<file path="src/rtl/wb_arbiter_2m.sv">
// ============================================================================
// Module   : wb_arbiter_2m
// Purpose  : Two-master to one-slave Wishbone classic arbiter with round-robin
//            grant and a per-cycle watchdog.
// Revision : 1.0
// ============================================================================
`default_nettype none

module wb_arbiter_2m #(
    parameter int unsigned TIMEOUT  = 16,
    parameter logic [31:0] ERR_DATA = 32'hDEADBEEF
) (
    input  logic        clk_i,
    input  logic        rst_i,

    input  logic        m0_stb_i,
    input  logic        m0_we_i,
    input  logic [29:0] m0_adr_i,
    input  logic [3:0]  m0_sel_i,
    input  logic [31:0] m0_dat_i,
    output logic [31:0] m0_dat_o,
    output logic        m0_ack_o,
    output logic        m0_err_o,

    input  logic        m1_stb_i,
    input  logic        m1_we_i,
    input  logic [29:0] m1_adr_i,
    input  logic [3:0]  m1_sel_i,
    input  logic [31:0] m1_dat_i,
    output logic [31:0] m1_dat_o,
    output logic        m1_ack_o,
    output logic        m1_err_o,

    output logic        s_stb_o,
    output logic        s_we_o,
    output logic [29:0] s_adr_o,
    output logic [3:0]  s_sel_o,
    output logic [31:0] s_dat_o,
    input  logic [31:0] s_dat_i,
    input  logic        s_ack_i,

    output logic [1:0]  gnt_o
);

    typedef enum logic [0:0] {
        ST_IDLE = 1'b0,
        ST_BUSY = 1'b1
    } state_t;

    localparam logic [7:0] c_tmo_last = 8'(TIMEOUT - 1);

    state_t      state_q, state_d;
    logic [1:0]  gnt_q,   gnt_d;
    logic        last_q,  last_d;
    logic [7:0]  cnt_q,   cnt_d;

    logic        w_busy;
    logic        w_sel_m1;
    logic        w_g_stb;
    logic        w_g_we;
    logic [29:0] w_g_adr;
    logic [3:0]  w_g_sel;
    logic [31:0] w_g_dat;
    logic        w_abort;
    logic        w_ack;
    logic        w_tmo;
    logic        w_pick_m1;

    // ------------------------------------------------------------------
    // Request mux from the granted master
    // ------------------------------------------------------------------
    assign w_busy   = (state_q == ST_BUSY);
    assign w_sel_m1 = gnt_q[1];

    always_comb begin
        w_g_stb = m0_stb_i;
        w_g_we  = m0_we_i;
        w_g_adr = m0_adr_i;
        w_g_sel = m0_sel_i;
        w_g_dat = m0_dat_i;
        if (w_sel_m1) begin
            w_g_stb = m1_stb_i;
            w_g_we  = m1_we_i;
            w_g_adr = m1_adr_i;
            w_g_sel = m1_sel_i;
            w_g_dat = m1_dat_i;
        end
    end

    // Termination causes; abort dominates, then ack beats the watchdog.
    assign w_abort = w_busy & ~w_g_stb;
    assign w_ack   = w_busy &  w_g_stb &  s_ack_i;
    assign w_tmo   = w_busy &  w_g_stb & ~s_ack_i & (cnt_q == c_tmo_last);

    // m0 wins unless m1 is the only requester or m0 held the last grant.
    assign w_pick_m1 = m1_stb_i & (~m0_stb_i | ~last_q);

    // ------------------------------------------------------------------
    // Next-state logic
    // ------------------------------------------------------------------
    always_comb begin
        state_d = state_q;
        gnt_d   = gnt_q;
        last_d  = last_q;
        cnt_d   = cnt_q;
        case (state_q)
            ST_IDLE: begin
                cnt_d = 8'd0;
                if (m0_stb_i | m1_stb_i) begin
                    state_d = ST_BUSY;
                    gnt_d   = w_pick_m1 ? 2'b10 : 2'b01;
                end
            end
            ST_BUSY: begin
                if (w_abort | w_ack | w_tmo) begin
                    state_d = ST_IDLE;
                    gnt_d   = 2'b00;
                    last_d  = w_sel_m1;
                    cnt_d   = 8'd0;
                end else begin
                    cnt_d   = cnt_q + 8'd1;
                end
            end
            default: begin
                state_d = ST_IDLE;
                gnt_d   = 2'b00;
                cnt_d   = 8'd0;
            end
        endcase
    end

    always_ff @(posedge clk_i or negedge rst_i) begin
        if (!rst_i) begin
            state_q <= ST_IDLE;
            gnt_q   <= 2'b00;
            last_q  <= 1'b1;
            cnt_q   <= 8'd0;
        end else begin
            state_q <= state_d;
            gnt_q   <= gnt_d;
            last_q  <= last_d;
            cnt_q   <= cnt_d;
        end
    end

    // ------------------------------------------------------------------
    // Output routing; everything is gated by BUSY so reset clears it at once
    // ------------------------------------------------------------------
    always_comb begin
        s_stb_o  = 1'b0;
        s_we_o   = 1'b0;
        s_adr_o  = 30'd0;
        s_sel_o  = 4'd0;
        s_dat_o  = 32'd0;
        m0_dat_o = 32'd0;
        m0_ack_o = 1'b0;
        m0_err_o = 1'b0;
        m1_dat_o = 32'd0;
        m1_ack_o = 1'b0;
        m1_err_o = 1'b0;
        if (w_busy) begin
            s_stb_o = w_g_stb & ~w_tmo;
            s_we_o  = w_g_we;
            s_adr_o = w_g_adr;
            s_sel_o = w_g_sel;
            s_dat_o = w_g_dat;
            if (w_sel_m1) begin
                m1_dat_o = w_tmo ? ERR_DATA : s_dat_i;
                m1_ack_o = w_ack;
                m1_err_o = w_tmo;
            end else begin
                m0_dat_o = w_tmo ? ERR_DATA : s_dat_i;
                m0_ack_o = w_ack;
                m0_err_o = w_tmo;
            end
        end
    end

    assign gnt_o = gnt_q;

endmodule

`default_nettype wire

</file>
<file path="config.mk">
export PLATFORM = sky130hd
export DESIGN_NAME = wb_arbiter_2m
export DESIGN_NICKNAME = d
export VERILOG_FILES = /design/src/rtl/wb_arbiter_2m.sv
export SDC_FILE = /design/constraint.sdc
export NUM_CORES = 1
export LEC_CHECK = 0
export ABC_CLOCK_PERIOD_IN_PS = 4810
export CORE_AREA = 2 2 120 122
export CTS_CLUSTER_DIAMETER = 120
export CTS_CLUSTER_SIZE = 28
export DETAILED_ROUTE_END_ITERATION = 6
export DIE_AREA = 0 0 122 124
export GPL_TIMING_DRIVEN = 0
export SLEW_MARGIN = 20
export SYNTH_ARGS = -nofsm -noshare
export SYNTH_HDL_FRONTEND = slang
export SYNTH_SLANG_ARGS = --single-unit
</file>
<file path="constraint.sdc">
create_clock -name clk_i -period 4.81 [get_ports clk_i]
set_clock_uncertainty 0.2 [all_clocks]
set_input_delay 0.962 -clock clk_i [delete_from_list [all_inputs] [get_ports clk_i]]
set_output_delay 0.962 -clock clk_i [all_outputs]
set_load 0.02 [all_outputs]
</file>
==> results of run 1 <==
==> power groups by stage <==
stage               combinational [mW]  clock (mW)  sequential [mW]
finish                            1.62       0.168            0.130
global route                      1.73       0.180            0.132
CTS                               1.64       0.171            0.131
detailed placement                1.63           0            0.132
global placement                  1.62           0            0.130
floorplan                        0.837           0            0.134
==> flip-flops by register name (all words and copies together) (netlist names) <==
name / cells
cnt_q: 8
gnt_o: 2
state_q: 1
last_q: 1
==> per-layer routing <==
| metal | vias to the layer above | GRT usage, % | part of all wire (%) |
|---|---|---|---|
| met1 | 1578 | 17.12 | 35 |
| met4 | 0 | 1.940 | 0.66 |
| li1 | 1702 | - | - |
| met3 | 6 | 3.846 | 9.6 |
| met2 | 195 | 32.47 | 54 |
| met5 | - | 0 | 0 |
==> area by class of cell <==
class	count	area share [%]
buffer	32	3.048
multi-input combinational	253	31.40
clock buffer	4	1.568
timing repair buffer	308	54.42
tap	180	3.975
inverter	4	0.2650
sequential	12	5.322
==> how the worst max path moves through the flow <==
stage          slack (ns)     start           end  depth (start not counted)
6_report             0.40  m1_stb_i  m1_dat_o[29]                          6
4_1_cts              0.35  m1_stb_i  m1_dat_o[29]                          6
3_3_place_gp         0.38  m1_stb_i  m1_dat_o[29]                          6
5_1_grt              0.23  m1_stb_i  m1_dat_o[29]                          6
3_5_place_dp         0.36  m1_stb_i  m1_dat_o[29]                          6
2_1_floorplan        1.65   s_ack_i      m0_err_o                          4
==> through the flow <==
step	total power [mW]	area, sq um	utilization, %	std cells
after floorplan	0.9714	2268	-	301
after global placement	1.754	5577	40.65	789
after detailed placement	1.766	5577	40.65	789
after CTS	1.940	5665	41.30	793
after global routing	2.038	5665	41.30	793
final	1.916	5665	41.30	793
==> kinds of logic after synthesis <==
kind of cell             after synthesis
adder cells (fa/ha/maj)                1
multiplexers                          68
AND/OR/NAND/NOR                      118
flip-flops                            12
buffers and inverters                 36
AO/OA/AOI/OAI                         63
XOR/XNOR                               3
==> synthesized netlist by cell type, drive strengths merged, types with 3 or more instances <==
cell type  instances  area share, %
nor2              74             12
mux2i             67             30
o21a              46             15
and3              16            4.4
buf               16            5.0
clkbuf            16            2.6
dfrtp             11             12
nand2              5           0.83
o21ai              5            1.1
inv                4           0.66
nor4               4            1.1
a2111oi            3            2.0
nand3              3           0.88
nor3               3           0.66
or3                3           0.83
==> placed cells by master, fill, tap and decap left out, types with 3 or more instances in the layout <==
cell type | synthesis | routed
nor2_1 | 73 | 73
o21ai_0 | 5 | 5
or3_1 | 3 | 3
clkbuf_16 | 0 | 3
nor3_1 | 3 | 3
a2111oi_2 | 3 | 3
nor4_1 | 4 | 4
clkbuf_1 | 16 | 16
dfrtp_1 | 11 | 11
nand2_1 | 5 | 5
clkdlybuf4s50_1 | 0 | 308
buf_6 | 5 | 5
and3_1 | 16 | 16
inv_1 | 3 | 3
mux2i_1 | 67 | 67
o21a_1 | 46 | 46
buf_2 | 9 | 9
==> reports/results.txt, run 1 <==
Worst R2R Path Depth - 5
Syn. warnings - 0
Storage element area - 301.5 sq um
Clk slew on worst S/H paths - 0.04 ns
Synth Area in XOR/XNOR - 1.158%
Comb pwr share - 84.4%
Die W - 122 microns
Filler cells - 1377
Post-CTS setup buffers - 0
CTS tree - built
Internal power - 1.024 mW
Largest family of logic cells by synthesized area - multiplexers
Multi-input gate area - 0.001779 sq mm
Wirelength per Cell - 16.89 microns
Ant diodes - 0
Vias per std cell - 4.390
Nets@finish - 786
Syn Area/Cell - 7.536 sq um
Clk pwr share - 8.8%
RePlAce Congestion - 0.7793
RR Endpoint - gnt_o[1]
Final worst setup slack - 0.3999 ns
Hold path start - cnt_q[0]
Maxcap violations - 0
First-pass GRT wire length - 19090 microns
Post-synthesis mux area share - 30.06%
WS Path Type - in2out
Worst-path maximum fanout - 10
PortBufs - 308
Net load switching power - 0.8913 mW
Most frequent cell on the critical path - clkdlybuf4s50_1
Dpl ws - 0.3619 ns
P&R area growth vs syn - 149.8%
Final hold vios - 0
R2R Path Start - gnt_o[1]
CP required - 3.65 ns
Net Sw Frac - 46.53%
Sequential fraction of design power - 6.8%
Unrepaired setup endpoints after global routing - no
TNS Setup - 0 ns
Synthesized-area fraction occupied by adder cells - 0.5516%
Vias in the first global route - 3481
Core footprint - 0.01372 sq mm
Slowest stage delay, CP - 0.61 ns
Post-synth EDFFs - 0
Final Setup Violations - 0
Simple-gate share of the synthesized area - 25.26%
Main synth FF type - dfrtp_1
Routed Antenna Nets - 0
Row count - 43
Final period utilization - 91.69%
Leakage power - 2.179 nW
Initial Utilization - 16.53%
Cts hold-fix bufs - 0
Synth unique cells - 42
Hold path endpoint - cnt_q[0]
Initial antenna violation count - 0
Hold path depth - 1
Critical-path top delay cell - clkdlybuf4s50_1
Mapped Area - 0.002268 sq mm
Post-Synthesis Cells - 301
Initial DRC Count - 80
Post-Syn Nets - 473
Seq cells post-synth - 12
Final wirelength - 13390 microns
Worst-margin pin slew - 0.5759 ns
Critical path's top delay family - buffers and inverters
Min Tclk post-route - 4.410 ns
HPWL reported at the end of detailed placement - 11820 microns
Worst Hold Class - reg2reg
Hold WS - 0.2885 ns
Grt ovf - 0
Depth of the CTS H-tree - 1
Worst path cell trace - clkdlybuf4s50_1, mux2_2, nand4_1, clkbuf_1, and3_1, clkdlybuf4s50_1
Root Driver - clkbuf_16
Die Height - 124 microns
Share of layout cells above drive strength 1 - 4.731%
Max-slew violation count - 0
Crit start category - primary input
PD cells - 338.1 mW/mm^2
Remaining DRCs - 0
Clock tree buffer depth - 2
Reg2Reg Setup Slack - 2.79 ns
VDD IR max - 0.0001231 V
Die area - 0.01513 sq mm
Run status - complete, no violations
TritonRoute pass-1 iters - 4
Clock sinks - 12
GRT Overall Usage - 16.05%
Post-synth ARST share - 100.0%
Inserted Clock Buffers - 3
Max frequency - 226.8 MHz
Post-synthesis sequential area ratio - 13.29%
DR vias - 3481
CP endpoint kind - primary output
Compound-gate portion of the synthesized area - 21.40%
Worst skew pair latency - 0.24 ns
CTS resizes - 0
Io pins - 309
Critical path arrival - 3.25 ns
Relative slew slack - 61.49%
Pin count of the biggest net entering global routing - 13
WP buf/inv - 3
(Power assumes the default switching activity.)
==> inputs of run 2 (changes only) <==
--- a/config.mk
+++ b/config.mk
@@ -6,12 +6,18 @@
 export NUM_CORES = 1
 export LEC_CHECK = 0
 export ABC_CLOCK_PERIOD_IN_PS = 4810
-export CORE_AREA = 2 2 120 122
+export CAP_MARGIN = 15
+export CELL_PAD_IN_SITES_DETAIL_PLACEMENT = 1
+export CELL_PAD_IN_SITES_GLOBAL_PLACEMENT = 1
+export CORE_ASPECT_RATIO = 1.25
+export CORE_MARGIN = 2
+export CORE_UTILIZATION = 16
 export CTS_CLUSTER_DIAMETER = 120
 export CTS_CLUSTER_SIZE = 28
 export DETAILED_ROUTE_END_ITERATION = 6
-export DIE_AREA = 0 0 122 124
 export GPL_TIMING_DRIVEN = 0
+export PLACE_DENSITY_LB_ADDON = 0.1
+export RECOVER_POWER = 25
 export SLEW_MARGIN = 20
 export SYNTH_ARGS = -nofsm -noshare
 export SYNTH_HDL_FRONTEND = slang
==> reports/results.txt, run 2 (synthesized netlist as in run 1, its figures left out) <==
Run status - complete, no violations
GRT Overall Usage - 18.73%
Worst R2R Path Depth - 4
Commonest non-fill, non-tap cell in the layout - clkdlybuf4s50_1
Core footprint - 0.01381 sq mm
Final worst setup slack - 0.3050 ns
Wirelength per Cell - 19.44 microns
Comb pwr share - 84.9%
Remaining DRCs - 0
Unrepaired setup endpoints after global routing - no
WS Path Type - in2out
Initial Utilization - 16.42%
Net Sw Frac - 47.80%
Root Driver - clkbuf_16
Inserted Clock Buffers - 3
TNS Setup - 0 ns
Final wirelength - 15320 microns
RR Endpoint - gnt_o[0]
CTS tree - built
VDD IR max - 0.0001930 V
Hold path start - cnt_q[0]
Nets@finish - 786
Final Setup Violations - 0
Max frequency - 222.0 MHz
Initial DRC Count - 81
Share of layout cells above drive strength 1 - 4.241%
Hold path depth - 1
Reg2Reg Setup Slack - 2.60 ns
Min Tclk post-route - 4.505 ns
Clk pwr share - 8.3%
Final hold vios - 0
Routed Antenna Nets - 0
Critical path arrival - 3.34 ns
Cts hold-fix bufs - 0
Register with the most flip-flops - cnt_q
HPWL reported at the end of detailed placement - 13560 microns
Initial antenna violation count - 0
CTS resizes - 0
Hold WS - 0.2963 ns
Post-CTS setup buffers - 0
PortBufs - 308
Vias per std cell - 4.480
Filler cells - 1663
DR vias - 3530
Sequential fraction of design power - 6.8%
Crit start category - primary input
Ant diodes - 0
Final period utilization - 93.66%
TritonRoute pass-1 iters - 4
Io pins - 309
Net load switching power - 0.9131 mW
Leakage power - 2.200 nW
Worst Hold Class - reg2reg
PD cells - 338.8 mW/mm^2
Die Height - 137.1 microns
Relative slew slack - 58.42%
Placed cell areas - 0.005570 sq mm
Most frequent cells in the layout - clkdlybuf4s50_1 (291), nor2_1 (74), mux2i_1 (67)
Depth of the CTS H-tree - 1
Hold path endpoint - cnt_q[0]
Cell area after layout - 0.005639 sq mm
Clock sinks - 12
Clk slew on worst S/H paths - 0.04 ns
Grt ovf - 0
Dpl ws - 0.4828 ns
Worst-margin pin slew - 0.6217 ns
Inst Count DP - 784
First-pass GRT wire length - 22240 microns
RePlAce Congestion - 0.8007
Die W - 110.5 microns
Max-slew violation count - 0
Non-Filler Instances - 788
R2R Path Start - cnt_q[5]
Clock tree buffer depth - 2
Maxcap violations - 0
CP required - 3.65 ns
Pin count of the biggest net entering global routing - 13
Row count - 48
Internal power - 0.9973 mW
P&R area growth vs syn - 148.6%
Die area - 0.01515 sq mm
Max reg flops - 8
Vias in the first global route - 3791
Worst skew pair latency - 0.24 ns
Worst-path maximum fanout - 10
CP endpoint kind - primary output
run 2: worst max path at each step:
stage                   endpoint  depth (start not counted)      from  slack (ns)
finish                   s_stb_o                          6   s_ack_i        0.30
global route             s_stb_o                          6   s_ack_i        0.19
CTS                     m0_err_o                          6   s_ack_i        0.47
detailed placement   m1_dat_o[4]                          6  m1_stb_i        0.48
global placement    m1_dat_o[14]                          6  m1_stb_i        0.49
floorplan               m0_err_o                          4   s_ack_i        1.65
run 2: power groups by stage:
| stage | clock, mW | combinational (mW) | sequential (mW) |
|---|---|---|---|
| CTS | 0.161 | 1.67 | 0.130 |
| global placement | 0 | 1.65 | 0.131 |
| global route | 0.169 | 1.72 | 0.132 |
| detailed placement | 0 | 1.66 | 0.131 |
| floorplan | 0 | 0.837 | 0.134 |
| finish | 0.158 | 1.62 | 0.129 |
run 2: routing by layer:
metal | wire length (microns) | GRT usage, % | vias to the layer above
met2 | 8185 | 36.47 | 197
met1 | 5743 | 20.69 | 1628
met3 | 1278 | 5.270 | 8
met4 | 107 | 2.500 | 0
met5 | 0 | 0 | -
li1 | - | - | 1697
run 2: critical path: stages:
cell and delay (ns):
clkdlybuf4s50_1 0.48, or4b_4 0.57, nor2_1 0.20, clkbuf_1 0.48, nor2_1 0.08, clkdlybuf4s50_1 0.55
run 2: layout make-up:
cell class / instances / area [sq um] / share of cell area (%)
clock buffer: 4 / 78.83 / 1.398
buffer: 32 / 165.2 / 2.929
timing repair buffer: 308 / 3083 / 54.67
inverter: 4 / 15.01 / 0.2663
multi-input combinational: 253 / 1777 / 31.51
sequential: 12 / 301.5 / 5.347
tap: 175 / 219.0 / 3.883
run 2: metrics by stage:
stage,util (%),power (mW)
2_1_floorplan,-,0.9714
3_3_place_gp,40.33,1.781
3_5_place_dp,40.33,1.794
4_1_cts,40.90,1.961
5_1_grt,40.82,2.025
6_report,40.82,1.910
==> inputs of run 3 (changes only) <==
--- a/config.mk
+++ b/config.mk
@@ -10,7 +10,6 @@
 export CELL_PAD_IN_SITES_DETAIL_PLACEMENT = 1
 export CELL_PAD_IN_SITES_GLOBAL_PLACEMENT = 1
 export CORE_ASPECT_RATIO = 1.25
-export CORE_MARGIN = 2
 export CORE_UTILIZATION = 16
 export CTS_CLUSTER_DIAMETER = 120
 export CTS_CLUSTER_SIZE = 28
==> reports/results.txt, run 3 (synthesized netlist as in run 1, its figures left out) <==
PD cells - 340.7 mW/mm^2
Die Height - 135.1 microns
Worst-margin pin slew - 0.6352 ns
Worst-path maximum fanout - 10
PortBufs - 308
Clock sinks - 12
WS Path Type - in2out
Critical path arrival - 3.31 ns
Run status - complete, no violations
Vias per std cell - 4.480
DR vias - 3530
Worst Hold Class - reg2reg
Core Util, Final - 40.90%
Clock tree buffer depth - 2
Die W - 108.5 microns
Most frequent cells in the layout - clkdlybuf4s50_1 (291), nor2_1 (74), mux2i_1 (67)
Initial antenna violation count - 0
GRT Overall Usage - 19.21%
CP endpoint kind - primary output
CTS resizes - 0
Io pins - 309
Post-CTS setup buffers - 0
Slowest stage delay, CP - 0.58 ns
Clk slew on worst S/H paths - 0.04 ns
Grt ovf - 0
Max-slew violation count - 0
Final worst setup slack - 0.3348 ns
Initial Utilization - 16.42%
Commonest non-fill, non-tap cell in the layout - clkdlybuf4s50_1
CTS tree - built
Register with the most flip-flops - cnt_q
Max frequency - 223.5 MHz
Relative slew slack - 57.51%
Vias in the first global route - 3692
Unrepaired setup endpoints after global routing - no
Final period utilization - 93.04%
HPWL reported at the end of detailed placement - 13090 microns
Depth of the CTS H-tree - 1
Min Tclk post-route - 4.475 ns
RePlAce Congestion - 0.7630
Pwr Total - 1.925 mW
TritonRoute pass-1 iters - 5
Worst skew pair latency - 0.24 ns
Routed Antenna Nets - 0
Dpl ws - 0.4697 ns
Final Setup Violations - 0
Nets@finish - 786
Core footprint - 0.01381 sq mm
Ant diodes - 0
Final hold vios - 0
Inserted Clock Buffers - 3
Critical-path top delay cell - or4b_4
Pin count of the biggest net entering global routing - 13
Share of layout cells above drive strength 1 - 4.405%
Wirelength per Cell - 18.97 microns
Row count - 48
Root Driver - clkbuf_16
P&R area growth vs syn - 149.0%
Final wirelength - 14950 microns
TNS Setup - 0 ns
Cts hold-fix bufs - 0
Max reg flops - 8
CP required - 3.65 ns
Hold WS - 0.3256 ns
Worst path cell trace - clkdlybuf4s50_1, or4b_4, nor2_1, clkbuf_1, nor2_1, clkdlybuf4s50_1
Initial DRC Count - 109
VDD IR max - 0.0001222 V
Leakage power - 2.206 nW
Die area - 0.01466 sq mm
Crit start category - primary input
Maxcap violations - 0
First-pass GRT wire length - 21420 microns
Filler cells - 1648
Remaining DRCs - 0
==> run 3: cell types whose count changed in the layout (fill, tap and decap cells not counted) <==
cell / delta
clkbuf_1: -1
clkbuf_8: +1
==> run 3: worst paths after layout <==
path	from	end	slack (ns)	depth (start not counted)
setup / recovery	s_ack_i	s_stb_o	0.33	6
setup reg to reg	cnt_q[5]	gnt_o[0]	2.63	4
min in group asynchronous	rst_i	cnt_q[6]	0.98	1
hold reg to reg	cnt_q[0]	cnt_q[0]	0.33	1
max in group asynchronous	rst_i	cnt_q[5]	3.02	1
hold / removal	cnt_q[0]	cnt_q[0]	0.33	1
==> run 3: critical path: cells and delay by family <==
family / cells / cell delay (ns)
buffers and inverters: 3 / 1.49
and+or+nand+nor: 3 / 0.86
==> run 3: area by class of cell <==
class	count	area (sq um)	area share, %
timing repair buffer	308	3083	54.57
inverter	4	15.01	0.2658
buffer	32	165.2	2.924
clock buffer	4	88.84	1.573
tap	175	219.0	3.876
sequential	12	301.5	5.338
multi-input combinational	253	1777	31.45
==> run 3: stage by stage <==
stage / area (sq um) / cells
2_1_floorplan: 2268 / 301
6_report: 5649 / 788
5_1_grt: 5649 / 788
4_1_cts: 5659 / 788
3_3_place_gp: 5570 / 784
3_5_place_dp: 5570 / 784
==> run 3: power breakdown <==
part / leakage (nW) / total, mW / internal, mW / switching, mW
clock network: 0.0442 / 0.173 / 0.126 / 0.0476
registers: 0.159 / 0.129 / 0.118 / 0.0110
logic: 2.00 / 1.62 / 0.767 / 0.855
==> run 3: metal layers <==
layer  GRT usage, %  vias up  share of wire, %
li1               -     1699                 -
met3          5.888        6               9.5
met5              0        -                 0
met1          20.44     1637                37
met2          36.92      188                53
met4          3.003        0              0.82
